$ cat src/rtl/sample_decimator.sv
// sample_decimator: averages each block of N = 2^LOG2_RATIO signed samples
// into one result. The input side is a valid/ready consumer and the output
// side is a valid/ready producer holding a single result register.
//
// Ports
//   clk         sole clock, rising edge
//   reset       asynchronous active-high reset
//   clear       synchronous discard of the partial block and any pending result
//   in_data     signed sample, DATA_WIDTH bits
//   in_valid    in_data is valid this cycle
//   in_ready    block accepts in_data this cycle (= !out_valid || out_ready)
//   out_data    signed block average (floor)
//   out_valid   out_data holds an unconsumed result
//   out_ready   downstream consumes out_data this cycle
//   sample_cnt  samples accumulated in the current block
//   block_cnt   results emitted since reset, wraps at 16 bits
module sample_decimator #(
  parameter int DATA_WIDTH = 16,
  parameter int LOG2_RATIO = 2
) (
  input  logic                  clk,
  input  logic                  reset,
  input  logic                  clear,
  input  logic [DATA_WIDTH-1:0] in_data,
  input  logic                  in_valid,
  output logic                  in_ready,
  output logic [DATA_WIDTH-1:0] out_data,
  output logic                  out_valid,
  input  logic                  out_ready,
  output logic [LOG2_RATIO-1:0] sample_cnt,
  output logic [15:0]           block_cnt
);

  // N samples of DATA_WIDTH bits sum into DATA_WIDTH+LOG2_RATIO bits without overflow.
  localparam int AW = DATA_WIDTH + LOG2_RATIO;

  typedef enum logic {ACCUM = 1'b0, FULL = 1'b1} state_t;

  state_t                  state_q, state_d;
  logic signed [AW-1:0]    acc_q, acc_d, sum;
  logic [LOG2_RATIO-1:0]   cnt_q, cnt_d;
  logic [DATA_WIDTH-1:0]   out_q, out_d, avg;
  logic [15:0]             block_cnt_q, block_cnt_d;
  logic                    in_xfer, out_xfer, last;

  assign out_valid  = (state_q == FULL);
  assign in_ready   = !out_valid || out_ready;
  assign in_xfer    = in_valid && in_ready;
  assign out_xfer   = out_valid && out_ready;
  assign last       = &cnt_q;
  assign out_data   = out_q;
  assign sample_cnt = cnt_q;
  assign block_cnt  = block_cnt_q;

  assign sum = acc_q + {{LOG2_RATIO{in_data[DATA_WIDTH-1]}}, in_data};
  // Dropping the low LOG2_RATIO bits of a two's complement value is an
  // arithmetic right shift, i.e. floor division by N.
  assign avg = sum[AW-1:LOG2_RATIO];

  always_comb begin
    state_d     = state_q;
    acc_d       = acc_q;
    cnt_d       = cnt_q;
    out_d       = out_q;
    block_cnt_d = block_cnt_q;
    if (clear) begin
      state_d = ACCUM;
      acc_d   = '0;
      cnt_d   = '0;
    end else begin
      // A drained result frees the register unless a new one lands this edge.
      if (out_xfer) state_d = ACCUM;
      if (in_xfer) begin
        if (last) begin
          state_d     = FULL;
          out_d       = avg;
          acc_d       = '0;
          cnt_d       = '0;
          block_cnt_d = block_cnt_q + 16'(1);
        end else begin
          acc_d = sum;
          cnt_d = cnt_q + LOG2_RATIO'(1);
        end
      end
    end
  end

  always_ff @(posedge clk or posedge reset) begin
    if (reset) begin
      state_q     <= ACCUM;
      acc_q       <= '0;
      cnt_q       <= '0;
      out_q       <= '0;
      block_cnt_q <= '0;
    end else begin
      state_q     <= state_d;
      acc_q       <= acc_d;
      cnt_q       <= cnt_d;
      out_q       <= out_d;
      block_cnt_q <= block_cnt_d;
    end
  end

endmodule

$ cat config.mk
export PLATFORM = sky130hd
export DESIGN_NAME = sample_decimator
export DESIGN_NICKNAME = d
export VERILOG_FILES = /design/src/rtl/sample_decimator.sv
export SDC_FILE = /design/constraint.sdc
export NUM_CORES = 1
export LEC_CHECK = 0
export BUFFER_PORTS_ARGS = -buffer_cell sky130_fd_sc_hd__clkbuf_2
export CELL_PAD_IN_SITES_DETAIL_PLACEMENT = 0
export CELL_PAD_IN_SITES_GLOBAL_PLACEMENT = 1
export CORE_MARGIN = 2
export CORE_UTILIZATION = 47
export CTS_BUF_LIST = sky130_fd_sc_hd__clkbuf_8
export DETAILED_ROUTE_END_ITERATION = 8
export GPL_ROUTABILITY_DRIVEN = 0
export PLACE_DENSITY = 0.93
export SLEW_MARGIN = 20
export SYNTH_ARGS = -nofsm -noshare
export SYNTH_HDL_FRONTEND = slang
export SYNTH_SLANG_ARGS = --single-unit
$ cat constraint.sdc
create_clock -name clk -period 4.3 [get_ports clk]
set_input_delay 0.43 -clock clk [delete_from_list [all_inputs] [get_ports clk]]
set_output_delay 0.43 -clock clk [all_outputs]
set_load 0.1 [all_outputs]
* After elaboration in Yosys (flattened, before gate mapping)
Cells that the tools add are included.
** Word-level totals
- Bits in registers :: 53
- Word-level logic and storage cells :: 26
- Input bits :: 21
- Output and inout bits :: 36
** Operators by class
- Mux-type cells :: 10
- Bitwise logic cells :: 1
- Add/sub/neg operators :: 3
- Reduce and logical (&&, ||, !) cells :: 7
** Operators by type and width (count)
- 18-bit two-way mux :: 3
- 18-bit adder :: 1
- 16-bit by 1-bit adder with 16-bit output (second input constant) :: 1
- 2-bit two-way mux :: 3
- 1-bit two-way mux :: 4
- 4-bit AND reduction :: 1
- 2-bit by 1-bit adder with 2-bit output (second input constant) :: 1
- 1-bit logical AND :: 2
- 2-bit AND reduction :: 1
- 2-bit nonzero test :: 1
- 1-bit logical NOT :: 1
- 1-bit logical OR :: 1
- 1-bit inverter :: 1

* Logic depth before layout (Yosys ltp)
Gate-level depths: netlist (run 1).
- Depth after elaboration :: 5
- Gate-level depth with buffers :: 9
- Mapped depth without buffers :: 9

* Worst setup path after synthesis (run 1)
No wires, ideal clock.
- Path kind :: reg-to-reg
- Start point :: register state_q (netlist: out_valid)
- End point :: register block_cnt_q[11] (netlist: block_cnt[11])
- Period minus slack after synthesis :: 2719 ps
- Data required time :: 4142 ps
- Buffers on the path :: 1
- Setup time :: 158 ps
- Data arrival time :: 2561 ps
- Slack :: 1581 ps
- Stages on the path, launching flop included :: 9
- Cell sequence :: dfrtp_1 -> nand2b_1 -> buf_2 -> and3_1 -> and4_1 -> nand3_1 -> nor3_2 -> nand4_1 -> xnor2_1
** On the way
- Word-level cells in the longest chain between the ends :: 4
** Ends and longest elaborated chain
- start: declaration :: line 39 : state_t state_q, state_d;
- start signal: assignment :: line 96 : state_q <= state_d;
- 1-bit logical NOT :: line 47 : assign in_ready = !out_valid || out_ready;
- 1-bit logical OR :: line 47
- via in_ready :: line 26 : output logic in_ready,
- 1-bit logical AND :: line 48 : assign in_xfer = in_valid && in_ready;
- 4-bit AND reduction (no line)
- end signal: assignment :: line 100 : block_cnt_q <= block_cnt_d;
- end: declaration :: line 43 : logic [15:0] block_cnt_q, block_cnt_d;
The timed path passes the listed nets, and every way through them passes these cells.
A chain may end at the register's enable or synchronous reset.

* Worst setup path after layout (run 1)
- Start point :: register acc_q[9]
- End point :: register out_q[15] (netlist: out_data[15])
** On the way
- Word-level cells in the longest chain between the ends :: 1
** Ends and longest elaborated chain
- start: declaration :: line 40 : logic signed [AW-1:0] acc_q, acc_d, sum;
- start signal: assignment :: line 91 : acc_q <= '0;
- start signal: assignment :: line 97 : acc_q <= acc_d;
- 18-bit adder :: line 55 : assign sum = acc_q + {{LOG2_RATIO{in_data[DATA_WIDTH-1]}}, in_data};
- end signal: assignment :: line 99 : out_q <= out_d;
- end: declaration :: line 42 : logic [DATA_WIDTH-1:0] out_q, out_d, avg;
No other way between the ends.

==> results of run 1 <==
[kinds of logic (layout without fill, tap and decap cells)]
logic type      Yosys count  count (layout)
simple gates            105             105
flops                    53              53
compound gates           68              68
mux                       4               4
buf+inv                  15              75
xor+xnor                 29              29
fa+ha+maj                20              20
[final cells by class]
cell class | count | area [um^2] | area share, %
Inverter | 9 | 35.0 | 1.03
Clock inverter | 3 | 25.0 | 0.739
Multi-Input combinational cell | 226 | 1540 | 45.5
Sequential cell | 53 | 1330 | 39.2
Clock buffer | 5 | 68.8 | 2.03
Tap cell | 75 | 93.8 | 2.77
Timing Repair Buffer | 58 | 295 | 8.72
[worst min-delay path by stage]
stage	cells past startpoint	to	slack [ps]	startpoint
final	2	block_cnt[4]$_DFFE_PP0P_	250	reset
after global routing	2	block_cnt[6]$_DFFE_PP0P_	320	reset
after global placement	2	out_data[10]$_DFFE_PP0P_	460	out_data[10]$_DFFE_PP0P_
after CTS	2	out_valid$_DFF_PP0_	360	clear
after floorplan	2	acc_q[16]$_DFFE_PP0P_	450	acc_q[16]$_DFFE_PP0P_
after detailed placement	2	out_data[10]$_DFFE_PP0P_	470	out_data[10]$_DFFE_PP0P_
[worst max-delay path: stages (launching register included)]
cell     delay, ps
dfrtp_1        400
ha_1           370
nand4_1        170
nor2_1         140
nand4_1        200
a32oi_2        320
mux2i_1        340
xor2_1         190
o21ai_0         90
[Yosys cell counts, types with 2 or more instances]
| master | number |
|---|---|
| a21o_1 | 7 |
| a21oi_1 | 17 |
| a22o_1 | 15 |
| and3_1 | 5 |
| and4_1 | 2 |
| clkbuf_1 | 5 |
| dfrtp_1 | 53 |
| ha_1 | 19 |
| inv_1 | 9 |
| mux2_2 | 3 |
| nand2_1 | 47 |
| nand2b_1 | 2 |
| nand3_1 | 11 |
| nand4_1 | 6 |
| nor2_1 | 17 |
| nor2b_1 | 2 |
| nor3_1 | 4 |
| nor3_2 | 2 |
| o21ai_0 | 11 |
| o21ai_1 | 2 |
| or3_1 | 3 |
| xnor2_1 | 20 |
| xor2_1 | 9 |
[per-layer routing]
metal	part of all wire (%)	global-route usage (%)	wire [um]
met5	0	0	0
met4	1.1	6.26	70
met3	4.4	3.88	272
met2	47	30.6	2920
met1	48	26.3	2970
[sequential cells by signal, summed over array words and instances (netlist names)]
name / cells
block_cnt: 16
out_data: 16
out_valid: 1
acc_q: 18
sample_cnt: 2
[stage by stage]
| stage | hold slack [ps] | area (um^2) | cells |
|---|---|---|---|
| 4_1_cts | 357 | 3390 | 429 |
| 5_1_grt | 316 | 3390 | 429 |
| 6_report | 253 | 3390 | 429 |
| 3_5_place_dp | 466 | 3290 | 421 |
| 2_1_floorplan | 454 | 2920 | 294 |
| 3_3_place_gp | 458 | 3290 | 421 |
[where the power goes]
part	internal (mW)	leakage [nW]	switching [mW]
logic	0.183	1.01	0.531
clock network	0.118	0.0447	0.183
registers	0.566	0.712	0.0474
total	0.867	1.77	0.762
==> results.cfg, run 1 <==
[route]
viasPerCell = 5.55
wl_per_cell_um = 14.5
dr_total_vias = 2379
finalWirelength_mm = 6.23
drt_iter0_drc = 115
ant_nets = 0
route.detailed.drc = 0
firstDrtPassIters = 4

[worst_setup_path]
critPathCapture = out_data[15]$_DFFE_PP0P_
cp.required_ps = 4460
r2r_end = out_data[15]$_DFFE_PP0P_
start_kind = flip-flop
critPathCaptureType = flip-flop
crit_path_max_fanout = 5
reg2reg_depth = 8
crit_start = acc_q[9]$_DFFE_PP0P_
setup.worst_path.class = flip-flop to flip-flop
arrival_ps = 2540
r2r_start = acc_q[9]$_DFFE_PP0P_
r2r_slack_ps = 1920

[power]
irDropWorstVdd_mv = 0.368
p_per_area_nw_per_um2 = 481
total_power_mw = 1.63
leakage_nw = 1.77

[outcome]
status = finished, final reports clean

[yosys]
synthCells = 294
synth_top_family_by_area = simple AND/OR/NAND/NOR gates
async_flop_share_pct = 100
yosys_register_bits = 53
synth_flop_cell = dfrtp_1
yosys.area_share.simple_pct = 16.9
syn_nets = 335
yosysWarnings = 0
synth_area_per_cell_um2 = 9.94
ys_seq_area_share_pct = 45.4
yosysTopAreaCell = dfrtp_1
yosysTopAreaCellShare_pct = 45.4
yosys.area_share.adder_pct = 8.82
synth_mux_area_share_pct = 1.50
synth-edff-count = 0
synth-compound-area-share_pct = 16.7
synthXorXnorAreaFrac_pct = 8.69
synth_cell_types = 46
synth_area_um2 = 2920
synth.area.top_cells = dfrtp_1 45%, ha_1 8.1%, nand2_1 6.0%

[sta]
fmax_ghz = 0.421
min_period_ps = 2380
setup_viol = 0
relSlewSlack_pct = 36.0
tns_ps = 0
fin_ws_ps = 1920
period_share_pct = 55.2
final_hold_viol_count = 0
skew_ps = 15.6
tightestPinTransition_ps = 960
rsz0062_at_grt = no
maxSlewViolCount = 0

[clock_tree]
cts_root_buffer = clkbuf_8
cts_hold_buf = 0
numCtsBuffers = 5
cts.sinks = 53
cts_buffer_depth = 2
cts-htree-levels = 2
clk_pin_slew_ps = 110
clk_latency_ps = 320
cts_tree = yes
post-cts-setup-buffers = 0
cts_resized = 0

[placement]
dp_hpwl_mm = 4.51
portBuffers = 56
post-place-ws_ps = 1760

[grt]
grt_max_degree = 54
grt_usage_pct = 19.2
grt_pass1_vias = 2337
grt_overflow = 0
antenna_found_initial = 0
grt_pass1_wl_mm = 11.0

[final_layout]
nFillCells = 548
layout_commonest_cell = clkbuf_2
fin_nets = 394
fin_util_pct = 56.9
drive_above_1_share_pct = 23.2
layout_common_cells = 56 x clkbuf_2, 53 x dfrtp_1, 47 x nand2_1, 20 x xnor2_1, 19 x ha_1
diodes = 0
syn_to_final_growth_pct = 15.9

[hold_path]
hp-class = input port to async pin

[run]
cap_violations = 0

[floorplan]
core_um2 = 5960
die_w_um = 82.9
rows = 28
dieArea_um2 = 6870
start_util_pct = 49.1
io_pins = 57
die_h_um = 82.9
Note: power is estimated with default switching activity, not from simulation.
==> run 2, diff against run 1 <==
CORE_UTILIZATION = 44   (was 47)
PLACE_DENSITY = 0.88   (was 0.93)
clock period = 2.2 ns   (was 4.3 ns; I/O delays follow)
==> run 2 against run 1 <==
Effect of this change: the flow now finishes with violations (setup timing); combinational power increased by 130%; maximum frequency grew 4.4%; critical path type unchanged; critical endpoint is now out_data[12]$_DFFE_PP0P_; worst hold slack got worse by 130 ps; final area grew 14%; global-route usage rose by 0.40 points; utilization increased by 3.3 points; sequential power rose by 97%; critical path depth stayed put; clock power grew 89%; register-to-register slack got worse by 2000 ps; wire length increased by 12%.
==> results.cfg, run 2 (synthesis results as in run 1) <==
[outcome]
status = finished, violations left
violations = setup timing

[sta]
period_share_pct = 103
setup_viol = 6
tns_ps = -271
skew_ps = 8.25
final_hold_viol_count = 0
fmax_ghz = 0.439
relSlewSlack_pct = 60.1
tightestPinTransition_ps = 598
rsz0062_at_grt = yes
min_period_ps = 2280
fin_ws_ps = -75.5
maxSlewViolCount = 0

[route]
ant_nets = 0
firstDrtPassIters = 4
route.detailed.drc = 0
dr_total_vias = 2453
wl_per_cell_um = 15.2
drt_iter0_drc = 98
finalWirelength_mm = 6.98
viasPerCell = 5.33

[final_layout]
largest_register_ffs = 18
syn_to_final_growth_pct = 31.5
drive_above_1_share_pct = 35.5
largest-register = acc_q
final_cells = 460
fin_nets = 423
layout_commonest_cell = clkbuf_2
layout_common_cells = 56 x clkbuf_2, 50 x dfrtp_1, 47 x nand2_1, 27 x buf_4, 19 x xnor2_1
nFillCells = 555
diodes = 0

[clock_tree]
cts.sinks = 53
cts_buffer_depth = 2
numCtsBuffers = 5
cts_tree = yes
clk_pin_slew_ps = 100
cts-htree-levels = 2
cts_root_buffer = clkbuf_8
clk_latency_ps = 310

[power]
irDropWorstVdd_mv = 0.797
swShare_pct = 45.6
power_frac_comb_pct = 47.9
total_power_mw = 3.41
sequentialPowerShare_pct = 35.5
power.share.clock_pct = 16.7
p_per_area_nw_per_um2 = 888
leakage_nw = 1.93
p_switching_mw = 1.56
p_int_mw = 1.85

[grt]
grt_pass1_vias = 2480
grt_pass1_wl_mm = 11.6
antenna_found_initial = 0
grt_overflow = 0
grt_usage_pct = 19.6
grt_max_degree = 28

[worst_setup_path]
path_cells = ha_4 > a21oi_1 > o21ai_0 > or3_1 > o2111ai_2 > nand2_1 > xnor2_1 > mux2_2
cpMaxStageDelayCell = dfrtp_1
critPathCaptureType = flip-flop
crit_path_max_fanout = 5
arrival_ps = 2480
critPathTopFamily = compound AO/OA/AOI/OAI gates
critPathMaxStageDelay_ps = 430
setup.worst_path.class = flip-flop to flip-flop
start_kind = flip-flop
cp.required_ps = 2400
worstPathBufferInverterCount = 0

[placement]
portBuffers = 56
post-place-ws_ps = -121
dp.cells = 438
dp_hpwl_mm = 4.83

[hold_path]
hp-class = input port to flip-flop

[floorplan]
rows = 29
io_pins = 57
die_h_um = 85.5
core_um2 = 6390
dieArea_um2 = 7310
start_util_pct = 45.8
die_w_um = 85.5

[run]
cap_violations = 0
[run 2: cell types whose count changed in the layout (fill, tap and decap cells not counted), moves of 3 or more]
| cell | change |
|---|---|
| buf_4 | +25 |
| dfrtp_1 | -3 |
| dfrtp_2 | +3 |
| ha_1 | -8 |
| ha_4 | +8 |
[run 2: layer usage]
metal	part of all wire, %	global-route usage (%)	vias to the layer above	routed length (um)
met5	0	0	-	0
met4	1.5	5.48	0	103
met3	3.7	3.27	8	255
met2	47	32.6	56	3310
met1	47	26.6	1165	3310
li1	-	-	1224	-
[run 2: power by group through the flow]
stage	clock network [mW]	registers [mW]	logic, mW
floorplan	0	1.81	0.564
global placement	0	1.22	1.44
detailed placement	0	1.22	1.46
CTS	0.591	1.21	1.53
global route	0.620	1.23	1.75
finish	0.569	1.21	1.63
[run 2: cell type report]
class                   count  area (um^2)  area share, %
multi-input cells         226         1760           45.8
flip-flops and latches     53         1330           34.6
repair buffers             87          536           13.9
well taps                  77         96.3           2.51
clock buffers               5         68.8           1.79
inverters                   9         33.8          0.879
clock inverters             3         21.3          0.553
[run 2: path summary, 6_finish.rpt]
path	startpoint	slack, ps	endpoint	cells after the start
setup / recovery	acc_q[7]$_DFFE_PP0P_	-80	out_data[12]$_DFFE_PP0P_	8
hold / removal	clear	130	out_valid$_DFF_PP0_	2
setup reg to reg	acc_q[7]$_DFFE_PP0P_	-80	out_data[12]$_DFFE_PP0P_	8
hold reg to reg	out_data[5]$_DFFE_PP0P_	480	out_data[5]$_DFFE_PP0P_	2
max in group asynchronous	reset	1140	out_data[7]$_DFFE_PP0P_	4
min in group asynchronous	reset	500	block_cnt[11]$_DFFE_PP0P_	3
[run 2: worst reg2reg max path: stages, from the launching register on]
cell,delay [ps]
dfrtp_1,430
ha_4,270
a21oi_1,200
o21ai_0,150
or3_1,350
o2111ai_2,250
nand2_1,110
xnor2_1,150
mux2_2,270
[run 2: what timing repair did]
item | in CTS | in global routing
hold endpoints to repair | 26 | 0
hold buffers | 1 | 0
setup endpoints to repair | 10 | 14
gates resized for setup | 16 | 12
buffers inserted | 3 | 10
pin swaps | 11 | 25
[run 2: metrics by stage]
step	hold slack [ps]	instance area [um^2]	util [%]
4_1_cts	118	3700	57.9
3_3_place_gp	309	3450	54.1
2_1_floorplan	279	2980	-
6_report	126	3840	60.2
3_5_place_dp	308	3450	54.1
5_1_grt	142	3840	60.2
==> run 3, diff against run 2 <==
CORE_MARGIN = not set   (was 2)
SKIP_CTS_REPAIR_TIMING = 1   (was not set)
==> run 3 against run 2 <==
Effect of this change: the flow still finishes with violations (setup timing); maximum frequency decreased by 2.0%; sequential share of layout area decreased by 0.18 points; clock power increased by 2%; setup slack got worse by 45 ps; flip-flop and latch count unchanged; non-clock buffer count decreased by 1; critical path type unchanged; critical endpoint is now out_data[15]$_DFFE_PP0P_.
==> results.cfg, run 3 (synthesis results as in run 1) <==
[outcome]
status = finished, violations left
violations = setup timing

[worst_setup_path]
arrival_ps = 2520
path_cells = ha_4 > nand4_1 > nor2_1 > nand4_1 > a32oi_2 > mux2i_2 > xor2_1 > o21ai_1
setup.worst_path.class = flip-flop to flip-flop
worstPathBufferInverterCount = 0
crit_start = acc_q[6]$_DFFE_PP0P_
r2r_end = out_data[15]$_DFFE_PP0P_
critPathTopFamily = simple AND/OR/NAND/NOR gates
start_kind = flip-flop
cp.required_ps = 2400
reg2reg_depth = 8
critPathCapture = out_data[15]$_DFFE_PP0P_
crit_path_max_fanout = 5
r2r_slack_ps = -120
cpMaxStageDelayCell = dfrtp_1
critical_path_depth = 8
r2r_start = acc_q[6]$_DFFE_PP0P_
crit_top_cell = nand4_1
critPathCaptureType = flip-flop
critPathMaxStageDelay_ps = 430

[power]
sequentialPowerShare_pct = 34.9
swShare_pct = 46.1
power.share.clock_pct = 16.7
power_frac_comb_pct = 48.4
p_per_area_nw_per_um2 = 897
irDropWorstVdd_mv = 0.669
leakage_nw = 1.92
p_switching_mw = 1.60
p_int_mw = 1.87

[sta]
setup_viol = 7
maxSlewViolCount = 0
skew_ps = 12.6
relSlewSlack_pct = 59.7
fmax_ghz = 0.431
tns_ps = -406
period_share_pct = 105
fin_ws_ps = -121
min_period_ps = 2320
final_hold_viol_count = 0
tightestPinTransition_ps = 603
rsz0062_at_grt = yes

[floorplan]
die_h_um = 83.5
start_util_pct = 45.8
dieArea_um2 = 6970
core_um2 = 6390
rows = 29
die_w_um = 83.5
io_pins = 57

[grt]
grt_pass1_vias = 2422
grt_pass1_wl_mm = 11.7
antenna_found_initial = 0
grt_max_degree = 29
grt_overflow = 0
grt_usage_pct = 20.7

[clock_tree]
clk_pin_slew_ps = 100
clk_latency_ps = 320
numCtsBuffers = 5
cts-htree-levels = 2
cts_buffer_depth = 2
cts.sinks = 53
cts_tree = yes
cts_root_buffer = clkbuf_8

[final_layout]
layout_common_cells = 56 x clkbuf_2, 49 x dfrtp_1, 46 x nand2_1, 28 x buf_4, 18 x xnor2_1
drive_above_1_share_pct = 37.2
multi_input_area_um2 = 1800
nFillCells = 552
largest-register = acc_q
regArea_um2 = 1330
diodes = 0
fin_util_pct = 60.6
largest_register_ffs = 18
syn_to_final_growth_pct = 32.4
fin_nets = 422
layout_commonest_cell = clkbuf_2

[route]
drt_iter0_drc = 126
firstDrtPassIters = 4
route.detailed.drc = 0
wl_per_cell_um = 16.0
finalWirelength_mm = 7.35
viasPerCell = 5.57
dr_total_vias = 2556
ant_nets = 0

[placement]
dp_hpwl_mm = 4.89
portBuffers = 56

[run]
cap_violations = 0

[hold_path]
hp-class = input port to flip-flop
run 3: cell count changes in the layout (fill, tap and decap cells not counted), sizes merged:
| cell | before | now |
|---|---|---|
| buf | 30 | 29 |
run 3: per-stage QoR:
stage / total power, mW / cell area (um^2) / hold WS, ps / worst slack, ps / std cells
after floorplan: 2.37 / 2980 / 279 / 2.59 / 294
after global placement: 2.65 / 3450 / 310 / -50.4 / 439
after detailed placement: 2.68 / 3450 / 318 / -113 / 439
after CTS: 3.27 / 3540 / -35.5 / -137 / 447
after global routing: 3.66 / 3870 / 140 / -205 / 459
final: 3.47 / 3870 / 137 / -121 / 459
run 3: power groups by stage:
stage	Sequential [mW]	Combinational, mW	Clock (mW)
after floorplan	1.81	0.564	0
after global placement	1.21	1.44	0
after detailed placement	1.22	1.46	0
after CTS	1.20	1.47	0.601
after global routing	1.23	1.79	0.644
final	1.21	1.68	0.581
run 3: layer usage:
layer / share of wire (%) / wire [um] / GRT usage, % / vias up
met2: 48 / 3510 / 33.1 / 72
met4: 1.2 / 87 / 5.08 / 0
met5: 0 / 0 / 0 / -
met3: 4.4 / 324 / 3.96 / 6
li1: - / - / - / 1217
met1: 47 / 3430 / 29.3 / 1261
run 3: layout make-up:
cell class / instances / area share, %
clock buffers: 5 / 1.78
clock inverters: 3 / 0.647
inverters: 9 / 0.873
multi-input cells: 226 / 46.6
flip-flops and latches: 53 / 34.4
well taps: 77 / 2.49
repair buffers: 86 / 13.2
run 3: worst min path at each step:
stage          startpoint                   endpoint  slack [ps]  cells past startpoint
3_5_place_dp        reset    out_data[4]$_DFFE_PP0P_         320                      2
5_1_grt             clear  sample_cnt[1]$_DFFE_PP0P_         140                      2
2_1_floorplan       clear        out_valid$_DFF_PP0_         280                      1
6_report            clear  sample_cnt[1]$_DFFE_PP0P_         140                      2
4_1_cts             reset      acc_q[11]$_DFFE_PP0P_         -40                      2
3_3_place_gp        reset    out_data[5]$_DFFE_PP0P_         310                      2
